<file path="config.mk">
export PLATFORM = sky130hd
export DESIGN_NAME = vga_timing_gen
export DESIGN_NICKNAME = d
export VERILOG_FILES = /design/src/rtl/vga_timing_pkg.sv /design/src/rtl/vga_axis_timer.sv /design/src/rtl/vga_timing_gen.sv
export SDC_FILE = /design/constraint.sdc
export NUM_CORES = 1
export LEC_CHECK = 0
export CAP_MARGIN = 10
export CORE_ASPECT_RATIO = 2
export CORE_MARGIN = 2
export CORE_UTILIZATION = 52
export CTS_BUF_LIST = sky130_fd_sc_hd__clkbuf_8
export CTS_CLUSTER_SIZE = 30
export DETAILED_ROUTE_END_ITERATION = 7
export GPL_ROUTABILITY_DRIVEN = 1
export PLACE_DENSITY = 0.74
export SYNTH_ARGS = -nofsm -noshare
export SYNTH_HDL_FRONTEND = slang
export SYNTH_SLANG_ARGS = --single-unit
</file>
<file path="constraint.sdc">
create_clock -name clk -period 2.05 [get_ports clk]
set_input_delay 0.205 -clock clk [delete_from_list [all_inputs] [get_ports clk]]
set_output_delay 0.205 -clock clk [all_outputs]
set_load 0.02 [all_outputs]
</file>
<file path="src/rtl/vga_timing_pkg.sv">
// Shared timing constants, axis record and sizing helpers for the video timing generator.
package vga_timing_pkg;

  localparam int unsigned DEF_H_DISPLAY = 800;
  localparam int unsigned DEF_H_FRONT   = 56;
  localparam int unsigned DEF_H_SYNC    = 120;
  localparam int unsigned DEF_H_BACK    = 64;
  localparam int unsigned DEF_V_DISPLAY = 600;
  localparam int unsigned DEF_V_FRONT   = 37;
  localparam int unsigned DEF_V_SYNC    = 6;
  localparam int unsigned DEF_V_BACK    = 23;

  typedef struct packed {
    int unsigned display;
    int unsigned front;
    int unsigned sync;
    int unsigned back;
  } axis_t;

  function automatic int unsigned total(input axis_t a);
    return a.display + a.front + a.sync + a.back;
  endfunction

  // Bits needed to hold counts 0..n-1.
  function automatic int unsigned cnt_width(input int unsigned n);
    return (n <= 1) ? 1 : $clog2(n);
  endfunction

endpackage

</file>
<file path="src/rtl/vga_axis_timer.sv">
// One raster axis: wrapping position counter plus sync-window and active-region decode.
module vga_axis_timer
  import vga_timing_pkg::*;
#(
  parameter int unsigned DISPLAY = 8,
  parameter int unsigned FRONT   = 2,
  parameter int unsigned SYNC    = 3,
  parameter int unsigned BACK    = 1,
  parameter int unsigned W       = 4
) (
  input  logic         clk,
  input  logic         rst_n,
  input  logic         inc_i,
  input  logic         clr_i,
  output logic [W-1:0] cnt_o,
  output logic         wrap_o,
  output logic         sync_o,
  output logic         active_o
);

  localparam int unsigned TOTAL = total(axis_t'{DISPLAY, FRONT, SYNC, BACK});

  logic [W-1:0] cnt_q, cnt_d;

  assign wrap_o = inc_i && (cnt_q == W'(TOTAL - 1));

  // Clear wins over increment so a restart lands exactly on zero.
  always_comb begin
    cnt_d = cnt_q;
    if (clr_i) begin
      cnt_d = '0;
    end else if (wrap_o) begin
      cnt_d = '0;
    end else if (inc_i) begin
      cnt_d = cnt_q + 1'b1;
    end
  end

  always_ff @(posedge clk or negedge rst_n) begin
    if (!rst_n) begin
      cnt_q <= '0;
    end else begin
      cnt_q <= cnt_d;
    end
  end

  assign cnt_o    = cnt_q;
  assign sync_o   = (cnt_q >= W'(DISPLAY + FRONT)) && (cnt_q < W'(DISPLAY + FRONT + SYNC));
  assign active_o = (cnt_q < W'(DISPLAY));

endmodule

</file>
<file path="src/rtl/vga_timing_gen.sv">
// Parametrised video timing generator driven by a pixel enable.
// Define VGA_TIMING_PREFETCH_EN to add the LEAD-deep output delay and early fetch port.
module vga_timing_gen
  import vga_timing_pkg::*;
#(
  parameter int unsigned H_DISPLAY = DEF_H_DISPLAY,
  parameter int unsigned H_FRONT   = DEF_H_FRONT,
  parameter int unsigned H_SYNC    = DEF_H_SYNC,
  parameter int unsigned H_BACK    = DEF_H_BACK,
  parameter int unsigned V_DISPLAY = DEF_V_DISPLAY,
  parameter int unsigned V_FRONT   = DEF_V_FRONT,
  parameter int unsigned V_SYNC    = DEF_V_SYNC,
  parameter int unsigned V_BACK    = DEF_V_BACK,
  parameter bit          HS_POL    = 1'b1,
  parameter bit          VS_POL    = 1'b1,
  parameter int unsigned X_W       = 11,
  parameter int unsigned Y_W       = 10
`ifdef VGA_TIMING_PREFETCH_EN
  , parameter int unsigned LEAD    = 4
`endif
) (
  input  logic           clk,
  input  logic           rst_n,
  input  logic           pix_en,
  input  logic           restart,
  output logic           hsync,
  output logic           vsync,
  output logic           de,
  output logic           vblank,
  output logic [X_W-1:0] x,
  output logic [Y_W-1:0] y,
  output logic           line_start,
  output logic           frame_start
`ifdef VGA_TIMING_PREFETCH_EN
  , output logic           fetch_valid,
  output logic [X_W-1:0] fetch_x,
  output logic [Y_W-1:0] fetch_y
`endif
);

  localparam int unsigned H_TOTAL = total(axis_t'{H_DISPLAY, H_FRONT, H_SYNC, H_BACK});
  localparam int unsigned V_TOTAL = total(axis_t'{V_DISPLAY, V_FRONT, V_SYNC, V_BACK});

  if (H_DISPLAY == 0 || H_FRONT == 0 || H_SYNC == 0 || H_BACK == 0 ||
      V_DISPLAY == 0 || V_FRONT == 0 || V_SYNC == 0 || V_BACK == 0) begin : g_zero_chk
    $fatal(1, "vga_timing_gen: timing fields must be non-zero");
  end
  if (X_W < cnt_width(H_TOTAL) || Y_W < cnt_width(V_TOTAL)) begin : g_width_chk
    $fatal(1, "vga_timing_gen: X_W/Y_W too narrow for the totals");
  end

`ifdef VGA_TIMING_PREFETCH_EN
  if (LEAD < 1) begin : g_lead_chk
    $fatal(1, "vga_timing_gen: LEAD must be at least 1");
  end
  localparam int DEPTH = LEAD + 1;
`else
  localparam int DEPTH = 1;
`endif

  // Packed output word: {hsync, vsync, de, vblank, line_start, frame_start, x, y}.
  localparam int OW     = X_W + Y_W + 6;
  localparam int FS_B   = X_W + Y_W;
  localparam int LS_B   = FS_B + 1;
  localparam int VB_B   = FS_B + 2;
  localparam int DE_B   = FS_B + 3;
  localparam int VS_B   = FS_B + 4;
  localparam int HS_B   = FS_B + 5;
  localparam logic [OW-1:0] RST_VEC = {~HS_POL, ~VS_POL, 4'b0000, {(X_W + Y_W){1'b0}}};

  logic [X_W-1:0] h_cnt;
  logic [Y_W-1:0] v_cnt;
  logic           h_wrap, h_sync_act, h_act;
  logic           v_sync_act, v_act, v_wrap_unused;

  vga_axis_timer #(
    .DISPLAY(H_DISPLAY), .FRONT(H_FRONT), .SYNC(H_SYNC), .BACK(H_BACK), .W(X_W)
  ) u_h_timer (
    .clk     (clk),
    .rst_n   (rst_n),
    .inc_i   (pix_en),
    .clr_i   (restart),
    .cnt_o   (h_cnt),
    .wrap_o  (h_wrap),
    .sync_o  (h_sync_act),
    .active_o(h_act)
  );

  vga_axis_timer #(
    .DISPLAY(V_DISPLAY), .FRONT(V_FRONT), .SYNC(V_SYNC), .BACK(V_BACK), .W(Y_W)
  ) u_v_timer (
    .clk     (clk),
    .rst_n   (rst_n),
    .inc_i   (h_wrap),
    .clr_i   (restart),
    .cnt_o   (v_cnt),
    .wrap_o  (v_wrap_unused),
    .sync_o  (v_sync_act),
    .active_o(v_act)
  );

  logic [OW-1:0] dec;

  assign dec = {h_sync_act ? HS_POL : ~HS_POL,
                v_sync_act ? VS_POL : ~VS_POL,
                h_act && v_act,
                ~v_act,
                h_cnt == '0,
                (h_cnt == '0) && (v_cnt == '0),
                h_cnt,
                v_cnt};

  // Stage 0 holds the fresh decode; later stages (prefetch builds only) delay it.
  logic [DEPTH-1:0][OW-1:0] pipe_q, pipe_d;

  always_comb begin
    pipe_d = pipe_q;
    if (restart) begin
      pipe_d = {DEPTH{RST_VEC}};
    end else if (pix_en) begin
      pipe_d[0] = dec;
      for (int i = 1; i < DEPTH; i++) begin
        pipe_d[i] = pipe_q[i-1];
      end
    end
  end

  always_ff @(posedge clk or negedge rst_n) begin
    if (!rst_n) begin
      pipe_q <= {DEPTH{RST_VEC}};
    end else begin
      pipe_q <= pipe_d;
    end
  end

  logic [OW-1:0] out_w;
  assign out_w = pipe_q[DEPTH-1];

  assign y           = out_w[Y_W-1:0];
  assign x           = out_w[Y_W +: X_W];
  assign frame_start = out_w[FS_B];
  assign line_start  = out_w[LS_B];
  assign vblank      = out_w[VB_B];
  assign de          = out_w[DE_B];
  assign vsync       = out_w[VS_B];
  assign hsync       = out_w[HS_B];

`ifdef VGA_TIMING_PREFETCH_EN
  assign fetch_valid = pipe_q[0][DE_B];
  assign fetch_x     = pipe_q[0][Y_W +: X_W];
  assign fetch_y     = pipe_q[0][Y_W-1:0];
`endif

endmodule

</file>
==> summary.md <==
| Metric | Value |
|---|---|
| Die Y | 101.7 um |
| Seq pwr share | 0.573 |
| Depth of the CTS H-tree | 2 |
| GR Overflow Total | 0 |
| Unique cell type count in the Yosys netlist | 52 |
| Largest family of logic cells by synthesized area | simple AND/OR/NAND/NOR gates |
| Slew HR | 0.5556 |
| Gp weighted congestion | 0.9399 |
| EDFF count, synth | 0 |
| Post-route setup TNS | 0 ps |
| Largest net degree at the start of global routing | 30 |
| Crit path max fanout | 5 |
| Status | complete, no violations |
| Share of cells above drive strength 1 | 0.1645 |
| # setup viols final | 0 |
| Antenna violations before repair | 0 |
| Post-CTS Resized | 0 |
| Pre-Repair DR Iteration Count | 4 |
| Worst-Margin Slew | 666.5 ps |
| Switching pwr | 401.3 uW |
| Core ar. | 4598 um2 |
| Post-synthesis mux area share | 0.08073 |
| Worst Clk Skew | 7.088 ps |
| RSZ-0062 raised after global routing | no |
| Antenna Cells | 0 |
| FF+latch count, synth | 48 |
| P_int | 1.281 mW |
| Reg area | 1201 um2 |
| CTS clk-pin slew, worst paths | 90 ps |
| Post-synthesis cell area | 2480 um2 |
| Via count | 2123 |
| Max clock buf depth | 2 |
| Sequential share of the synthesized area | 0.4844 |
| Net count after synthesis | 268 |
| Post-synth ARST share | 1.000 |
| CP Class | reg2reg |
| Root Buffer | clkbuf_8 |
| Crit path DAT | 2170 ps |
| Initial core utilization | 0.5393 |
| Clk sinks | 48 |
| Area contributors post-synth | dfrtp_1 48%, mux2i_1 8.1%, nor2_1 5.1%, ha_1 3.0%, nand2_1 2.9% |
| Fin crit period | 1958 ps |
| FF-to-FF Start | u_h_timer.cnt_o[1] |
| Io pins | 31 |
| Post-synthesis compound-gate area fraction | 0.1226 |
| Worst skew pair latency | 300 ps |
| Cells on worst reg2reg path | 6 |
| Die ar. | 5371 um2 |
| Mapped Cells | 258 |
| VDD IR max | 0.0006494 V |
| CP Launch Type | flop |
| Placed cell area | 2988 um2 |
| Cell taking the most area after synthesis | dfrtp_1 |
| CTS tree | built |
| Die X | 52.83 um |
| Port bufs | 30 |
| Synth Area in XOR/XNOR | 0.01060 |
| Vias per cell | 5.816 |
| Final ANT Viol Nets | 0 |
| Post-Synth Adder-Cell Area | 0.03027 |
| Sw Share | 0.2385 |
| Clock power frac | 0.344 |
| WL/cell | 17.12 um |
| Global Route Usage Sum | 0.2650 |
| Final instance area | 3104 um2 |
| Leakage | 1.415 nW |
| Min-Delay Path Class | in2async |
| Yosys warnings | 0 |
| Vias in the first global route | 2150 |
| Ys flop type | dfrtp_1 |
| Pins Over Slew Limit | 0 |
| Placed Instances | 355 |
| First-pass GRT wire length | 10270 um |
| Simple-Gate Fraction of Synth Area | 0.2265 |
| Synth top area share | 0.4844 |
| Hold Vio Cnt, Final | 0 |
| Pwr/cell area | 541.9 nW/um2 |
| Logic pwr share | 0.084 |
| Initial detailed-routing violation count | 88 |
| Worst R2R End | u_v_timer.cnt_o[2] |
| Register-to-Register Setup Slack | 90 ps |
| Peak Freq | 510.8 MHz |
| Tcrit/Tclk final | 0.9550 |
| Fill cells | 406 |
| Row count | 35 |
| Final Net Count | 320 |
| Post-detail-place hpwl | 4667 um |
| CTS Buf Count | 5 |
| P&R area growth vs syn | 25.18% |
| WP data required | 2270 ps |
| Mapped Avg Cell Area | 9.612 um2 |
| MaxCap Viol Count | 0 |
| Crit. End Element | flop |
| Multi-input logic area | 1167 um2 |
| Routed wire length | 6247 um |
| Fin cells | 365 |
| DRC errors left | 0 |
power by group through the flow:
stage,registers (mW),clock network [mW],logic [mW]
floorplan,0.991,0,0.0584
global placement,0.983,0,0.133
detailed placement,0.984,0,0.135
CTS,0.965,0.602,0.137
global route,0.965,0.619,0.156
finish,0.964,0.578,0.141
worst max path at each step:
stage	startpoint	end	cells after the start	slack (ps)
2_1_floorplan	u_v_timer.cnt_o[2]	u_v_timer.cnt_o[8]	5	90
3_3_place_gp	pix_en	u_v_timer.cnt_o[2]	6	130
3_5_place_dp	pix_en	u_v_timer.cnt_o[2]	6	110
4_1_cts	u_h_timer.cnt_o[0]	u_v_timer.cnt_o[2]	6	120
5_1_grt	u_h_timer.cnt_o[1]	u_v_timer.cnt_o[2]	6	5
6_report	u_h_timer.cnt_o[1]	u_v_timer.cnt_o[2]	6	90
cell families after synthesis:
| kind of cell | Yosys count |
|---|---|
| compound gates | 47 |
| xor+xnor | 3 |
| fa+ha+maj | 6 |
| buf+inv | 26 |
| flops | 48 |
| mux | 20 |
| simple gates | 108 |
cell usage in the layout, fill, tap and decap left out, types with 2 or more instances in the layout:
cell,n
a31oi_1,5
and4_1,2
xnor2_1,2
nand2b_1,3
and3_1,2
clkbuf_8,6
nor3_1,7
a22o_2,2
mux2i_1,20
and2_1,3
buf_4,32
nand4_1,7
clkdlybuf4s50_1,29
nor2_1,34
o21ai_0,13
o31ai_1,2
nand3_1,11
ha_1,6
or3_1,3
nor3b_1,2
nor2b_1,2
a21oi_1,12
dfrtp_1,48
nor4_1,2
a41oi_1,2
inv_1,8
nand2_1,19
layout make-up:
type / instances / area share
Clock buffer: 6 / 0.02660
Clock inverter: 1 / 0.002821
Sequential cell: 48 / 0.3869
Timing Repair Buffer: 63 / 0.1757
Tap cell: 55 / 0.02217
Inverter: 8 / 0.009674
Multi-Input combinational cell: 184 / 0.3761
cell usage after synthesis, types with 3 or more instances:
master	instances
clkbuf_1	13
o21ai_0	13
nand4_1	7
nand2b_1	3
nor2_1	34
inv_1	8
or3_1	3
mux2i_1	20
nand3_1	11
dfrtp_1	48
a21oi_1	12
nand2_1	19
ha_1	6
a31oi_1	5
and2_1	3
nor3_1	7
sequential cells by signal, summed over array words and instances, names as in the netlist:
register / flops
u_h_timer.cnt_o: 11
out_w: 27
u_v_timer.cnt_o: 10
worst max-delay path, stage by stage, from the launching register on:
cell	delay [ps]
dfrtp_1	420
ha_1	230
and4_1	250
a41oi_1	200
buf_4	210
or3_2	400
a21oi_1	170
through the flow:
| step | hold WS [ps] | util | setup WS [ps] | power [mW] |
|---|---|---|---|---|
| after floorplan | -90.59 | - | 87.55 | 1.049 |
| after global placement | 261.1 | 0.6498 | 133.4 | 1.116 |
| after detailed placement | 270.4 | 0.6498 | 105.1 | 1.118 |
| after CTS | 480.9 | 0.6718 | 118.2 | 1.703 |
| after global routing | 514.6 | 0.6751 | 5.038 | 1.740 |
| final | 486.1 | 0.6751 | 92.26 | 1.682 |
timing repair:
item | in CTS | in global routing
endpoints found under the setup margin | 0 | 1
buffers inserted | 0 | 2
hold buffers | 1 | 0
endpoints found under the hold margin | 27 | 0
metal layers:
| metal | vias up | part of all wire | track usage |
|---|---|---|---|
| met5 | - | 0 | 0 |
| met4 | 0 | 0.041 | 0.1538 |
| met3 | 17 | 0.018 | 0.02655 |
| met2 | 49 | 0.58 | 0.4942 |
| met1 | 1035 | 0.36 | 0.2699 |
| li1 | 1022 | - | - |
Note: power is estimated with default switching activity, not from simulation.
